<file path="config.mk">
export PLATFORM = sky130hd
export DESIGN_NAME = fetch_queue
export DESIGN_NICKNAME = d
export VERILOG_FILES = /design/src/rtl/fetch_queue_pkg.sv /design/src/rtl/fetch_queue.sv
export SDC_FILE = /design/constraint.sdc
export NUM_CORES = 1
export LEC_CHECK = 0
export BUFFER_PORTS_ARGS = -buffer_cell sky130_fd_sc_hd__buf_2
export CAP_MARGIN = 10
export CORE_MARGIN = 5
export CORE_UTILIZATION = 40
export DETAILED_ROUTE_END_ITERATION = 10
export PLACE_DENSITY = 0.63
export SETUP_SLACK_MARGIN = 0.02
export SLEW_MARGIN = 20
export SYNTH_ARGS = -nofsm -noshare
export SYNTH_HDL_FRONTEND = slang
export SYNTH_SLANG_ARGS = --single-unit
</file>
<file path="constraint.sdc">
create_clock -name clk -period 4.6 [get_ports clk]
set_input_delay 0.23 -clock clk [delete_from_list [all_inputs] [get_ports clk]]
set_output_delay 0.23 -clock clk [all_outputs]
set_load 0.1 [all_outputs]
</file>
<file path="src/rtl/fetch_queue_pkg.sv">
// Shared pipeline definitions for the fetch/decode boundary: datapath width,
// reset PC, the nop encoding and the {PC, instruction} entry layout.
package fetch_queue_pkg;

    localparam int          XLEN      = 32;
    localparam logic [31:0] RESET_PC  = 32'h0000_3000;
    localparam logic [31:0] NOP_INSTR = 32'h0000_0000;

    // One buffered fetch: program counter plus the instruction word at it.
    typedef struct packed {
        logic [XLEN-1:0] pc;
        logic [XLEN-1:0] instr;
    } fq_entry_t;

endpackage : fetch_queue_pkg

</file>
<file path="src/rtl/fetch_queue.sv">
// Decoupling FIFO between the IFU and decode. Holds {PC, instruction} pairs,
// presents the head first-word-fall-through, back-pressures the IFU when full
// and drops everything on a flush. Handshake outputs come only from registered
// occupancy, so there is no F_valid->F_ready or D_ready->D_valid path.
module fetch_queue
    import fetch_queue_pkg::*;
#(
    parameter int DEPTH = 4,
    parameter int CNT_W = $clog2(DEPTH) + 1
) (
    input  logic             clk,
    input  logic             reset,
    input  logic [31:0]      F_PC,
    input  logic [31:0]      F_instruct,
    input  logic             F_valid,
    output logic             F_ready,
    output logic [31:0]      D_PC,
    output logic [31:0]      D_instruct,
    output logic             D_valid,
    input  logic             D_ready,
    input  logic             flush,
    output logic [CNT_W-1:0] count
);

    localparam int PTR_W = $clog2(DEPTH);

    logic [PTR_W-1:0] rptr_q, rptr_d;
    logic [PTR_W-1:0] wptr_q, wptr_d;
    logic [CNT_W-1:0] count_q, count_d;

    fq_entry_t        entries [DEPTH];
    fq_entry_t        head;
    fq_entry_t        wr_entry;
    logic             push;
    logic             pop;
    logic             wr_en;

    // Handshakes are derived purely from the registered count.
    assign F_ready  = (count_q != CNT_W'(DEPTH));
    assign D_valid  = (count_q != '0);
    assign push     = F_valid && F_ready;
    assign pop      = D_valid && D_ready;
    assign wr_en    = push && !flush && !reset;
    assign wr_entry = '{pc: F_PC, instr: F_instruct};

    // Per-entry storage: an entry only loads when it is the write target.
    genvar gi;
    generate
        for (gi = 0; gi < DEPTH; gi++) begin : g_entry
            fq_entry_t entry_q;

            // Capture the incoming fetch into this slot when wptr points here.
            always_ff @(posedge clk) begin
                if (wr_en && (wptr_q == PTR_W'(gi))) begin
                    entry_q <= wr_entry;
                end
            end

            assign entries[gi] = entry_q;
        end
    endgenerate

    // Head read; an empty queue shows a nop at PC 0 so decode sees a bubble.
    assign head       = entries[rptr_q];
    assign D_PC       = D_valid ? head.pc    : '0;
    assign D_instruct = D_valid ? head.instr : NOP_INSTR;
    assign count      = count_q;

    // Next-state pointers and occupancy; flush overrides any push/pop.
    always_comb begin
        rptr_d  = rptr_q;
        wptr_d  = wptr_q;
        count_d = count_q;
        if (flush) begin
            rptr_d  = '0;
            wptr_d  = '0;
            count_d = '0;
        end else begin
            if (push) begin
                wptr_d = wptr_q + PTR_W'(1);
            end
            if (pop) begin
                rptr_d = rptr_q + PTR_W'(1);
            end
            case ({push, pop})
                2'b10:   count_d = count_q + CNT_W'(1);
                2'b01:   count_d = count_q - CNT_W'(1);
                default: count_d = count_q;
            endcase
        end
    end

    // Control state register with synchronous reset.
    always_ff @(posedge clk) begin
        if (reset) begin
            rptr_q  <= '0;
            wptr_q  <= '0;
            count_q <= '0;
        end else begin
            rptr_q  <= rptr_d;
            wptr_q  <= wptr_d;
            count_q <= count_d;
        end
    end

endmodule : fetch_queue
</file>
==> impl_metrics.ini, run 1 <==
[run_status]
status = completed

[cts]
clock_sinks = 263
worst_skew_pair.late_latency_ps = 520
clock-root-buffer = clkbuf_16
clkTransAtPathRegs_ps = 60
clockBufferDepth = 3
post_cts_buffers = 0
cts_tree = done
htree_num_levels = 1
numCtsBuffers = 27
ctsResizeCount = 0
cts_hold_buf = 65

[yosys]
synth_area_leader_cell = edfxtp_1
ys.warnings.count = 0
synth.distinct_cells = 25
syn-num-nets = 531
synthTopCellsByCount = edfxtp_1 (256), and2_1 (64), mux4_2 (64)
synth-edff-count = 256
synthTopCellsByArea = edfxtp_1 (76%), mux4_2 (14%), and2_1 (4.0%), dfxtp_1 (1.4%), buf_6 (0.67%)
syn_avg_cell_area_um2 = 22.2
ys_seq_area_share_pct = 77.4
async_reset_ff_share_pct = 0
synth_cells = 456
syn_area_um2 = 10100
yosysMostFrequentCell = edfxtp_1
synth_top_area_share_pct = 76.0
ys_ff_latch = 263
ys.flop_type = edfxtp_1

[floorplan]
die_h_um = 169
row_count = 58
dieWidth_um = 169
io-pin-count = 138
die_area_um2 = 28600
coreArea_um2 = 25000
initial_utilization_pct = 40.4

[min_path]
holdPathStages = 3
hp-class = in -> reg
holdPathEnd = rptr_q[1]
hold_start = flush

[setup_path]
cp_top_family = flip-flops
r2r_slack_ps = 2120
r2r_start = count[2]
crit_buf_inv = 2
slowest_delay_ps = 780
cp-start-kind = flop
r2r_cells = 9
reg2reg_to = count[2]
cp.required_ps = 4370
cp-end-kind = output port
path_class = reg -> out
critPathSlowestCell = dfxtp_4
critPathMaxFanout = 37
crit_arrival_ps = 2790
crit_chain = buf_12, mux4_2, and2_1, buf_2

[place]
place_ws_ps = 2090
gp_congestion = 0.716
dp_hpwl_um = 10800
port_buffers = 137
placed_cells = 902

[global_route]
gr-usage-all-layers_pct = 13.7
grt_pass1_vias = 5472
grt_pass1_wl_um = 30500
grt_max_degree = 66
grt-ovfl-total = 0
antenna_found_initial = 2

[power_and_ir_drop]
p_leak_nw = 4.31
power.density_nw_per_um2 = 407
p_int_w = 0.00386
swShare_pct = 24.5
power_w = 0.00512
clkPwrFrac_pct = 37.9
pwr-share-comb_pct = 10.0
p_sw_w = 0.00125
ir_worst_vdd_mv = 0.285
power_frac_seq_pct = 52.1

[timing]
timing.fmax_mhz = 331
setup_violations = 0
tightest_slew_ps = 1070
final_max_slew_viol_count = 0
hold_violations = 0
max-slew-margin-rel_pct = 29.0
layout_min_cycle_time_ps = 3020
fin_ws_ps = 1580
tns_ps = 0
min_period_over_period_pct = 65.6
rsz0062_at_grt = false
fin_skew_ps = 14.7

[routing]
first_iter_violations = 221
wl_per_cell_um = 19.2
firstDrtPassIters = 4
wl_um = 19500
drc = 0
num_vias = 5029
final_antenna_net_count = 0
avgViaCountPerCell = 4.95

[cells_and_area]
final_layout_size_suffix_gt1_share_pct = 37.1
fin_cells = 1016
syn_to_final_growth_pct = 24.3
nets = 741

[run]
max_cap_viol_count = 0
-- power groups by stage --
| stage | clock network (W) | logic, W | registers, W |
|---|---|---|---|
| 6_report | 0.00194 | 0.000514 | 0.00267 |
| 5_1_grt | 0.00211 | 0.000541 | 0.00267 |
| 4_1_cts | 0.00199 | 0.000521 | 0.00267 |
| 3_5_place_dp | 0 | 0.000475 | 0.00272 |
| 3_3_place_gp | 0 | 0.000467 | 0.00272 |
| 2_1_floorplan | 0 | 0.000356 | 0.00272 |
-- worst reg2reg max path, delay by kind of cell (launching register included) --
kind / cells / cell delay (ps)
AND/OR/NAND/NOR: 3 / 950
buffers and inverters: 2 / 140
flip-flops: 1 / 450
AO/OA/AOI/OAI: 1 / 160
XOR/XNOR: 1 / 160
adder cells (fa/ha/maj): 2 / 570
-- how the worst max path moves through the flow --
stage                                end  depth (start not counted)  slack [ps]  startpoint
final                      D_instruct[6]                          4        1580   rptr_q[0]
after global routing       D_instruct[5]                          4        1390   rptr_q[0]
after CTS                 D_instruct[26]                          4        1500   rptr_q[0]
after detailed placement  D_instruct[27]                          4        2090   rptr_q[0]
after global placement    D_instruct[26]                          4        2080   rptr_q[0]
after floorplan               entries[0]                          4         780    count[0]
-- cell usage in the layout, fill, tap and decap left out --
cell type / count
clkbuf_1: 2
o31ai_2: 1
o311ai_0: 1
or3_1: 1
buf_12: 1
dfxtp_1: 5
inv_1: 7
clkbuf_16: 27
o31ai_1: 1
or3_2: 1
a21oi_1: 2
clkinv_4: 1
nand2_1: 2
nand4_1: 1
or2_2: 1
inv_6: 2
clkinv_1: 5
mux4_2: 64
buf_2: 137
and2_4: 1
diode_2: 2
nor2_1: 6
buf_4: 1
and2_1: 64
clkinvlp_4: 5
dfxtp_4: 2
mux2i_1: 1
clkinv_2: 5
ha_1: 5
o21ai_0: 1
xor2_1: 4
fa_1: 1
edfxtp_1: 256
dlygate4sd3_1: 65
or3b_4: 1
and3_4: 4
-- stage by stage --
step / util [%] / area [µm²] / hold slack, ps
after floorplan: - / 10100 / 329
after global placement: 44.4 / 11100 / 440
after detailed placement: 44.4 / 11100 / 446
after CTS: 50.2 / 12600 / 41.9
after global routing: 50.2 / 12600 / 75.2
final: 50.2 / 12600 / 67.5
-- per-layer routing --
layer / track usage, % / part of all wire, % / vias up / routed length (µm)
li1: - / - / 2269 / -
met1: 18.4 / 42 / 2590 / 8280
met5: 0 / 0 / - / 0
met4: 3.33 / 1.6 / 0 / 318
met2: 22.6 / 50 / 143 / 9690
met3: 3.34 / 6.3 / 27 / 1230
-- cells by family (layout without fill, tap and decap cells) --
kind of cell / count (synthesis) / in the layout / synth area share, %
compound gates: 6 / 6 / 0.433
xor+xnor: 4 / 4 / 0.347
fa+ha+maj: 6 / 6 / 0.817
buf+inv: 30 / 258 / 1.66
flops: 263 / 263 / 77.4
mux: 65 / 65 / 14.4
other cells: 0 / 2 / 0
simple gates: 82 / 82 / 4.95
-- state kept, by name, summed over array words and instances (netlist names) --
| name | cells |
|---|---|
| entries | 256 |
| rptr_q | 2 |
| wptr_q | 2 |
| count | 3 |
-- layout make-up --
cell class / instances / area, µm²
diodes: 2 / 5.00
inverters: 7 / 26.3
well taps: 330 / 413
repair buffers: 204 / 1360
flip-flops and latches: 263 / 7840
fillers: 2081 / 12500
clock inverters: 18 / 108
multi-input cells: 163 / 2130
clock buffers: 29 / 683
(Power assumes the default switching activity.)
==> run 2, diff against run 1 <==
--- a/config.mk
+++ b/config.mk
@@ -5,12 +5,13 @@
 export SDC_FILE = /design/constraint.sdc
 export NUM_CORES = 1
 export LEC_CHECK = 0
+export ABC_AREA = 1
 export BUFFER_PORTS_ARGS = -buffer_cell sky130_fd_sc_hd__buf_2
 export CAP_MARGIN = 10
 export CORE_MARGIN = 5
 export CORE_UTILIZATION = 40
 export DETAILED_ROUTE_END_ITERATION = 10
-export PLACE_DENSITY = 0.63
+export PLACE_DENSITY = 0.65
 export SETUP_SLACK_MARGIN = 0.02
 export SLEW_MARGIN = 20
 export SYNTH_ARGS = -nofsm -noshare
==> constraint.sdc (replaced) <==
create_clock -name clk -period 2.4 [get_ports clk]
set_input_delay 0.12 -clock clk [delete_from_list [all_inputs] [get_ports clk]]
set_output_delay 0.12 -clock clk [all_outputs]
set_load 0.1 [all_outputs]
==> run 2 against run 1 <==
  * Hold slack gained 290 ps
  * Register-to-register slack lost 1700 ps
  * Via count grew 36%
  * Synthesized area grew 2.6%
  * Sequential power grew 91%
  * First-iteration DRC count grew 110%
  * Die area grew 2.4%
  * Global-route usage grew 2.3 points
  * Largest cell class unchanged
==> impl_metrics.ini, run 2 <==
[yosys]
async_reset_ff_share_pct = 0
synth.distinct_cells = 19
synth-edff-count = 256
ys.warnings.count = 0
synth_cells = 824
synth_top_area_share_pct = 74.1
yosysMostFrequentCell = nor2_1
ys_seq_area_share_pct = 75.5
syn_area_um2 = 10400
synthTopCellsByCount = nor2_1 (270), edfxtp_1 (256), o21ai_1 (88)
synth_area_leader_cell = edfxtp_1
syn_avg_cell_area_um2 = 12.6
syn-num-nets = 899
ys.flop_type = edfxtp_1
synthTopCellsByArea = edfxtp_1 (74%), nor2_1 (9.8%), o21ai_1 (4.2%), a21oi_1 (3.2%), o21ai_0 (2.0%)
ys_ff_latch = 263

[global_route]
use_met2_pct = 28.4
grt_max_degree = 123
met1_usage_pct = 20.8
busiest_layer = met2
gr-usage-all-layers_pct = 16.0
grt_pass1_wl_um = 37100
grt_pass1_vias = 6949
antenna_found_initial = 1
grt-ovfl-total = 0
grtUsageMet3_pct = 2.56

[routing]
firstDrtPassIters = 5
num_vias = 6837
wl_per_cell_um = 17.4
drc = 0
first_iter_violations = 459
wl_um = 24100
final_antenna_net_count = 0
avgViaCountPerCell = 4.94

[cts]
worst_skew_pair.late_latency_ps = 520
numCtsBuffers = 26
clkTransAtPathRegs_ps = 60
clockBufferDepth = 3
htree_num_levels = 1
post_cts_buffers = 0
clock-root-buffer = clkbuf_16
cts_tree = done
clock_sinks = 263

[power_and_ir_drop]
p_int_w = 0.00817
power_frac_seq_pct = 46.4
p_leak_nw = 5.02
p_sw_w = 0.00285
pwr-share-comb_pct = 16.2
swShare_pct = 25.9
clkPwrFrac_pct = 37.4
power.density_nw_per_um2 = 754
ir_worst_vdd_mv = 0.392

[min_path]
hp-class = in -> reg
holdPathStages = 2
holdPathEnd = entries[25]
hold_start = F_instruct[25]

[setup_path]
cp-end-kind = output port
startpoint = count[0]
slowest_delay_ps = 340
r2r_start = count[0]
path_class = reg -> out
cp-start-kind = flop
reg2reg_to = count[2]
crit_arrival_ps = 2140
cpMostUsedCell = buf_12
critPathMaxFanout = 25
cp.required_ps = 2280
crit_buf_inv = 3
r2r_slack_ps = 470
r2r_cells = 12
cp_top_family = buffers and inverters
crit_chain = nor2_1, nand2_4, inv_8, buf_12, a21oi_2, buf_12
critPathSlowestCell = dfxtp_4

[place]
port_buffers = 137
gp_congestion = 0.754
placed_area_um2 = 13000
dp_hpwl_um = 13600

[timing]
timing.fmax_mhz = 442
whs_ps = 354
layout_min_cycle_time_ps = 2260
tightest_slew_ps = 538
final_max_slew_viol_count = 0
fin_skew_ps = 14.9
setup_violations = 0
rsz0062_at_grt = true
min_period_over_period_pct = 94.2
max-slew-margin-rel_pct = 64.2
tns_ps = 0
hold_violations = 0

[floorplan]
coreArea_um2 = 25800
io-pin-count = 138
row_count = 59
die_area_um2 = 29200
dieWidth_um = 171
initial_utilization_pct = 40.2
die_h_um = 171

[run]
max_cap_viol_count = 0

[cells_and_area]
final_layout_size_suffix_gt1_share_pct = 26.1
syn_to_final_growth_pct = 41.1
mostFrequentLayoutCell = nor2_1
nFillCells = 2012
stdcell_area_um2 = 14600
largest_register_ffs = 256
final_core_util_pct = 56.8
nets = 1103
final_cell_mix = nor2_1 (266), edfxtp_1 (256), o21ai_1 (88)

[run_status]
status = completed
## run 2: changes by cell type after synthesis, sizes merged, moves of 13 or more
cell	previous run	this run
mux4	64	0
buf	14	35
nor2	6	270
and2	65	0
o21ai	1	130
nand2	2	15
a21oi	2	67
## run 2: power by group through the flow
stage               clock (W)  combinational, W  sequential [W]
finish                0.00412           0.00179         0.00511
global route          0.00443           0.00187         0.00511
global placement            0           0.00169         0.00521
floorplan                   0           0.00106         0.00523
CTS                   0.00422           0.00180         0.00511
detailed placement          0           0.00170         0.00521
## run 2: layout make-up
class	instances	area [µm²]	area share (%)
tap	335	419	2.87
multi-input combinational	494	2770	18.9
sequential	263	7840	53.6
clock inverter	18	201	1.38
clock buffer	29	683	4.67
timing repair buffer	225	2630	18.0
antenna	1	2.50	0.0171
inverter	18	82.6	0.565
## run 2: metrics by stage
| step | setup slack [ps] | cells | power (W) |
|---|---|---|---|
| 2_1_floorplan | -163 | 824 | 0.00628 |
| 3_3_place_gp | 541 | 1264 | 0.00690 |
| 3_5_place_dp | 486 | 1264 | 0.00691 |
| 4_1_cts | 13.5 | 1381 | 0.0111 |
| 5_1_grt | 5.14 | 1383 | 0.0114 |
| 6_report | 138 | 1383 | 0.0110 |
## run 2: metal layers
metal | wire (µm) | up-vias
li1 | - | 3316
met1 | 10400 | 3342
met2 | 12200 | 153
met3 | 1170 | 26
met4 | 346 | 0
met5 | 0 | -
## run 2: logic make-up after synthesis
logic type,count (synthesis),share of synthesized area [%]
and+or+nand+nor,290,10.6
buffers and inverters,67,3.54
DFF,263,75.5
adders and majority gates,6,0.797
AOI/OAI and AO/OA,198,9.58
## run 2: worst max-delay path by stage
stage	to	slack, ps	depth (start not counted)
finish	D_instruct[20]	140	6
global route	D_instruct[18]	5	6
CTS	D_instruct[21]	10	6
detailed placement	count[2]	490	12
global placement	count[2]	540	12
floorplan	entries[100]	-160	4
## run 2: timing repair
item,CTS,global route
gates resized for setup,1,4
cloned,0,1
hold buffers,70,0
setup endpoints to repair,3,64
hold endpoints to repair,261,0
